`src/rtl/aes_gcm_output_stage.sv`:
```
// AES-GCM output stage: buffers ciphertext blocks and the final tag of each
// GCM instance in a small FIFO, streams them out on valid/ready with the tag
// as the last word, and optionally reports a tag verification result.
module aes_gcm_output_stage #(
   parameter int DEPTH = 8,
   parameter int CW    = $clog2(DEPTH + 1)
) (
   input  logic           clk,
   input  logic           rst,
   input  logic           i_new_instance,
   input  logic           i_valid,
   input  logic [127:0]   i_cipher_text,
   input  logic           i_tag_ready,
   input  logic [127:0]   i_tag,
   input  logic           i_verify_en,
   input  logic [127:0]   i_expected_tag,
   output logic [127:0]   o_data,
   output logic           o_valid,
   input  logic           i_ready,
   output logic           o_is_tag,
   output logic           o_last,
   output logic           o_auth_valid,
   output logic           o_auth_ok,
   output logic [CW-1:0]  o_count,
   output logic           o_error
);

   localparam int AW = (DEPTH > 1) ? $clog2(DEPTH) : 1;

   localparam logic [1:0] S_IDLE     = 2'd0;
   localparam logic [1:0] S_STREAM   = 2'd1;
   localparam logic [1:0] S_TAG_HOLD = 2'd2;
   localparam logic [1:0] S_DRAIN    = 2'd3;

   logic [1:0]    state_q, state_d;
   logic [127:0]  memData_q [DEPTH];
   logic          memTag_q  [DEPTH];
   logic [AW-1:0] wrPtr_q, rdPtr_q;
   logic [CW-1:0] count_q;
   logic [127:0]  hold_q;
   logic          error_q;
   logic          authValid_q;
   logic          authOk_q;

   logic          fifoValid, headTag, pop, full, space, acceptNew;
   logic          push, pushTag, holdLoad, setError, tagAccept;
   logic [127:0]  pushData;

   assign fifoValid = (count_q != '0);
   assign headTag   = memTag_q[rdPtr_q];
   assign pop       = fifoValid && i_ready;
   assign full      = (count_q == CW'(DEPTH));
   // A same-cycle pop frees the slot the push needs, even when full.
   assign space     = !full || pop;
   // Popping the tag ends the instance, so a new one may start that cycle.
   assign acceptNew = (state_q == S_IDLE) ||
                      ((state_q == S_DRAIN) && pop && headTag);

   // Next-state, push selection and protocol error detection.
   always_comb begin
      state_d   = state_q;
      push      = 1'b0;
      pushTag   = 1'b0;
      pushData  = '0;
      holdLoad  = 1'b0;
      setError  = 1'b0;
      tagAccept = 1'b0;
      if (acceptNew) begin
         state_d = S_IDLE;
         if (i_new_instance) begin
            state_d = S_STREAM;
            if (i_valid) begin
               if (space) begin
                  push     = 1'b1;
                  pushData = i_cipher_text;
               end else begin
                  setError = 1'b1;
               end
            end
         end else if (i_valid) begin
            setError = 1'b1;
         end
      end else begin
         case (state_q)
            S_STREAM: begin
               if (i_tag_ready) begin
                  tagAccept = 1'b1;
                  if (space) begin
                     push     = 1'b1;
                     pushTag  = 1'b1;
                     pushData = i_tag;
                     state_d  = S_DRAIN;
                  end else begin
                     holdLoad = 1'b1;
                     state_d  = S_TAG_HOLD;
                  end
               end else if (i_valid) begin
                  if (space) begin
                     push     = 1'b1;
                     pushData = i_cipher_text;
                  end else begin
                     setError = 1'b1;
                  end
               end
               if (i_new_instance) setError = 1'b1;
            end
            S_TAG_HOLD: begin
               if (space) begin
                  push     = 1'b1;
                  pushTag  = 1'b1;
                  pushData = hold_q;
                  state_d  = S_DRAIN;
               end
               if (i_valid || i_tag_ready) setError = 1'b1;
            end
            S_DRAIN: begin
               if (i_valid || i_tag_ready || i_new_instance) setError = 1'b1;
            end
            default: begin
               state_d = S_IDLE;
            end
         endcase
      end
   end

   // FIFO storage; contents are only meaningful below the occupancy count.
   always_ff @(posedge clk) begin
      if (push) begin
         memData_q[wrPtr_q] <= pushData;
         memTag_q[wrPtr_q]  <= pushTag;
      end
   end

   // Control state: FSM, pointers, occupancy, tag hold, error and verify.
   always_ff @(posedge clk) begin
      if (rst) begin
         state_q     <= S_IDLE;
         wrPtr_q     <= '0;
         rdPtr_q     <= '0;
         count_q     <= '0;
         hold_q      <= '0;
         error_q     <= 1'b0;
         authValid_q <= 1'b0;
         authOk_q    <= 1'b0;
      end else begin
         state_q <= state_d;
         if (push) wrPtr_q <= wrPtr_q + AW'(1);
         if (pop)  rdPtr_q <= rdPtr_q + AW'(1);
         if (push && !pop)      count_q <= count_q + CW'(1);
         else if (!push && pop) count_q <= count_q - CW'(1);
         if (holdLoad) hold_q <= i_tag;
         if (setError) error_q <= 1'b1;
         authValid_q <= tagAccept && i_verify_en;
         if (tagAccept && i_verify_en) authOk_q <= (i_tag == i_expected_tag);
      end
   end

   assign o_valid      = fifoValid;
   assign o_data       = fifoValid ? memData_q[rdPtr_q] : '0;
   assign o_is_tag     = fifoValid && headTag;
   assign o_last       = o_is_tag;
   assign o_count      = count_q;
   assign o_error      = error_q;
   assign o_auth_valid = authValid_q;
   assign o_auth_ok    = authOk_q;

endmodule

```
`config.mk`:
```
export PLATFORM = sky130hd
export DESIGN_NAME = aes_gcm_output_stage
export DESIGN_NICKNAME = d
export VERILOG_FILES = /design/src/rtl/aes_gcm_output_stage.sv
export SDC_FILE = /design/constraint.sdc
export NUM_CORES = 1
export LEC_CHECK = 0
export CAP_MARGIN = 25
export CORE_AREA = 2 2 310 312
export CTS_CLUSTER_DIAMETER = 150
export CTS_CLUSTER_SIZE = 30
export DETAILED_ROUTE_END_ITERATION = 10
export DIE_AREA = 0 0 312 314
export PLACE_DENSITY = 0.76
export SLEW_MARGIN = 10
export SYNTH_ARGS = -nofsm -noshare
export SYNTH_HDL_FRONTEND = slang
export SYNTH_SLANG_ARGS = --single-unit
export TNS_END_PERCENT = 1
```
`constraint.sdc`:
```
create_clock -name clk -period 12.1 [get_ports clk]
set_input_delay 1.815 -clock clk [delete_from_list [all_inputs] [get_ports clk]]
set_output_delay 1.815 -clock clk [all_outputs]
set_load 0.02 [all_outputs]
```
==> out/metrics.yaml <==
worst_skew_pair.late_latency_ns: 0.63
grt_max_degree: 147
run_status: "finished, final reports clean"
ctsLongestPathBuffers: 3
post_cts_setup_buffers: 0
initial_core_util: 0.509
vias: 28798
layoutNonFillerInstCount: 4677
synthArstFlopShare: 0
ff2ff_path_depth: 8
first_iteration_detailed_routing_drc_count: 4025
setup_violations: 0
layout.cells.most_common: "edfxtp_1"
holdWs_ns: 0.460
crit_fanout: 40
cp-start-kind: "flop"
fin_worst_skew_ns: 0.0321
postCtsResizedCells: 0
cap_violations: 0
synth_sequential_area_ratio: 0.706
fin_util: 0.594
grt_util_all_layers: 0.291
period_minus_slack_ns: 6.39
drc: 0
post-route-cell-area_um2: 56100
p_per_area_nw_per_um2: 168
tightest_slew_ns: 1.16
total_i_o_pin_count: 529
synth-main-ff-cell: "edfxtp_1"
floorplan_die_width_um: 312
crit_end: "o_data[122]"
cts_tree: "built"
layout.nets: 3775
area_growth_pct: 16.8
postSynthAreaPerCell_um2: 16.4
postSynthRegisterBits: 1178
min-delay-path-class: "reg -> reg"
finalWeightedCongestion: 0.843
htreeDepth: 2
crit_arrival_ns: 4.58
clkSlewWorstSetupHoldPaths_ns: 0.11
grt_setup_unrepaired: "no"
timing.hold.worst_path_depth: 2
drt-total-wl_mm: 145
grt_remaining_overflow: 0
first_global_vias: 27758
fin_setup_tns_ns: 0
post_dp_cell_area_um2: 54700
post_cts_hold_buffer_count: 0
first_pass_drt_iterations: 6
cts-buffers-inserted: 45
path_class: "reg -> out"
post_route_cells_drive_above_1_share: 0.115
peakVddDrop_mv: 0.522
dp.final_hpwl_mm: 95.7
final_cell_mix: "edfxtp_1, clkdlybuf4s50_1, nand2_1"
worst-endpoint-required_ns: 10.28
finalCritPeriodShare: 0.528
design.core.area_um2: 94400
synthesis.area_um2: 48100
synth.net_count: 3330
vias_per_cell: 6.16
dp.cells: 4586
crit_path_end_kind: "output pin"
grt_antenna_before_repair: 12
post_drt_wl_per_cell_um: 30.9
root_buffer: "clkbuf_16"
finalMaxSlewViolations: 0
synth_edf_count: 1032
portBuffers: 528
timing.fmax_mhz: 156
drtAntennaViolNets: 0
numClockSinks: 1178
slew_headroom: 0.226
synth_cell_types: 41
fp.dieArea_um2: 98000
p_leak_nw: 16.9
die_height_um: 314
rrSetupSlack_ns: 6.95
row_count: 113
number_of_warning_messages_in_the_yosys_log: 0
finalHoldViolCount: 0
syn-instance-count: 2929
r2r-end: "memData_q[1][8]"
grt_first_pass_wirelength_mm: 203
[kinds of logic (layout without fill, tap and decap cells)]
family | after synthesis | in the layout | share of synthesized area
buffers and inverters | 198 | 680 | 0.0176
AOI/OAI and AO/OA | 408 | 408 | 0.0500
other | 0 | 1 | 0
muxes | 394 | 394 | 0.149
DFF | 1178 | 1178 | 0.706
adders and majority gates | 10 | 10 | 0.00276
and+or+nand+nor | 609 | 609 | 0.0509
xor gates and xnor gates | 132 | 132 | 0.0241
[worst min path at each step]
stage,start,endpoint,slack (ns)
2_1_floorplan,hold_q[0],hold_q[0],0.44
6_report,hold_q[21],hold_q[21],0.46
5_1_grt,hold_q[43],hold_q[43],0.48
3_3_place_gp,hold_q[120],hold_q[120],0.44
3_5_place_dp,hold_q[115],hold_q[115],0.45
4_1_cts,hold_q[21],hold_q[21],0.46
[through the flow]
stage | power (mW) | setup WS [ns]
final | 9.43 | 5.71
after global routing | 9.76 | 5.35
after CTS | 9.48 | 5.50
after detailed placement | 7.61 | 6.15
after global placement | 7.60 | 6.19
after floorplan | 6.40 | -0.138
[cell usage after synthesis (4+ instances only)]
master,n,area [µm²]
nand3_1,7,35.0
buf_4,7,52.6
edfxtp_1,1032,31000
nor4_1,25,156
mux4_2,257,5790
o21ai_1,115,576
nand2b_1,4,25.0
nor2_1,151,567
o21ai_0,18,90.1
nor3_1,6,30.0
inv_1,10,37.5
buf_2,51,255
dfxtp_1,146,2920
mux2i_1,136,1360
buf_1,19,71.3
nand2_1,390,1460
a22oi_1,128,961
xnor2_1,45,394
a21oi_1,134,671
xor2_1,87,762
nand4_1,17,106
ha_1,9,113
clkbuf_1,102,383
clkbuf_2,9,45.0
[worst max-delay path, cell delays in order (launching register included)]
cell and delay, ns:
dfxtp_4 0.90, buf_4 0.68, buf_4 0.69, mux4_2 0.60, mux2i_1 0.35, nor2_1 0.10
clkdlybuf4s50_1 0.57
[per-layer routing]
layer	up-vias	wire [µm]	global-route usage	share of wire
met3	180	17500	0.0804	0.12
met1	14623	56500	0.414	0.39
met2	1820	67400	0.454	0.47
met4	14	3120	0.0599	0.022
li1	12161	-	-	-
met5	-	80	0	0.00055
[report_power, final]
group | internal [mW] | switching (mW) | total, mW | leakage (nW)
Clock | 0.752 | 1.17 | 1.92 | 0.636
Sequential | 4.51 | 0.0820 | 4.60 | 10.7
Combinational | 1.34 | 1.57 | 2.91 | 5.54
Total | 6.61 | 2.82 | 9.43 | 16.9
[registers in the layout, indices dropped and copies added, names as in the netlist, named ones only]
register and flops:
hold_q 128, state_q 2, o_auth_valid 1, memData_q 1024, rdPtr_q 3, memTag_q 8, o_auth_ok 1, o_count 4
o_error 1, wrPtr_q 3
[cell type report]
type | instances | area, µm²
multi-input combinational | 1553 | 13400
tap | 1265 | 1580
clock buffer | 82 | 1310
fill | 7077 | 38300
sequential | 1178 | 33900
inverter | 10 | 37.5
timing repair buffer | 586 | 5810
antenna | 1 | 2.50
clock inverter | 2 | 38.8
Power figures use the tool's default switching activity.
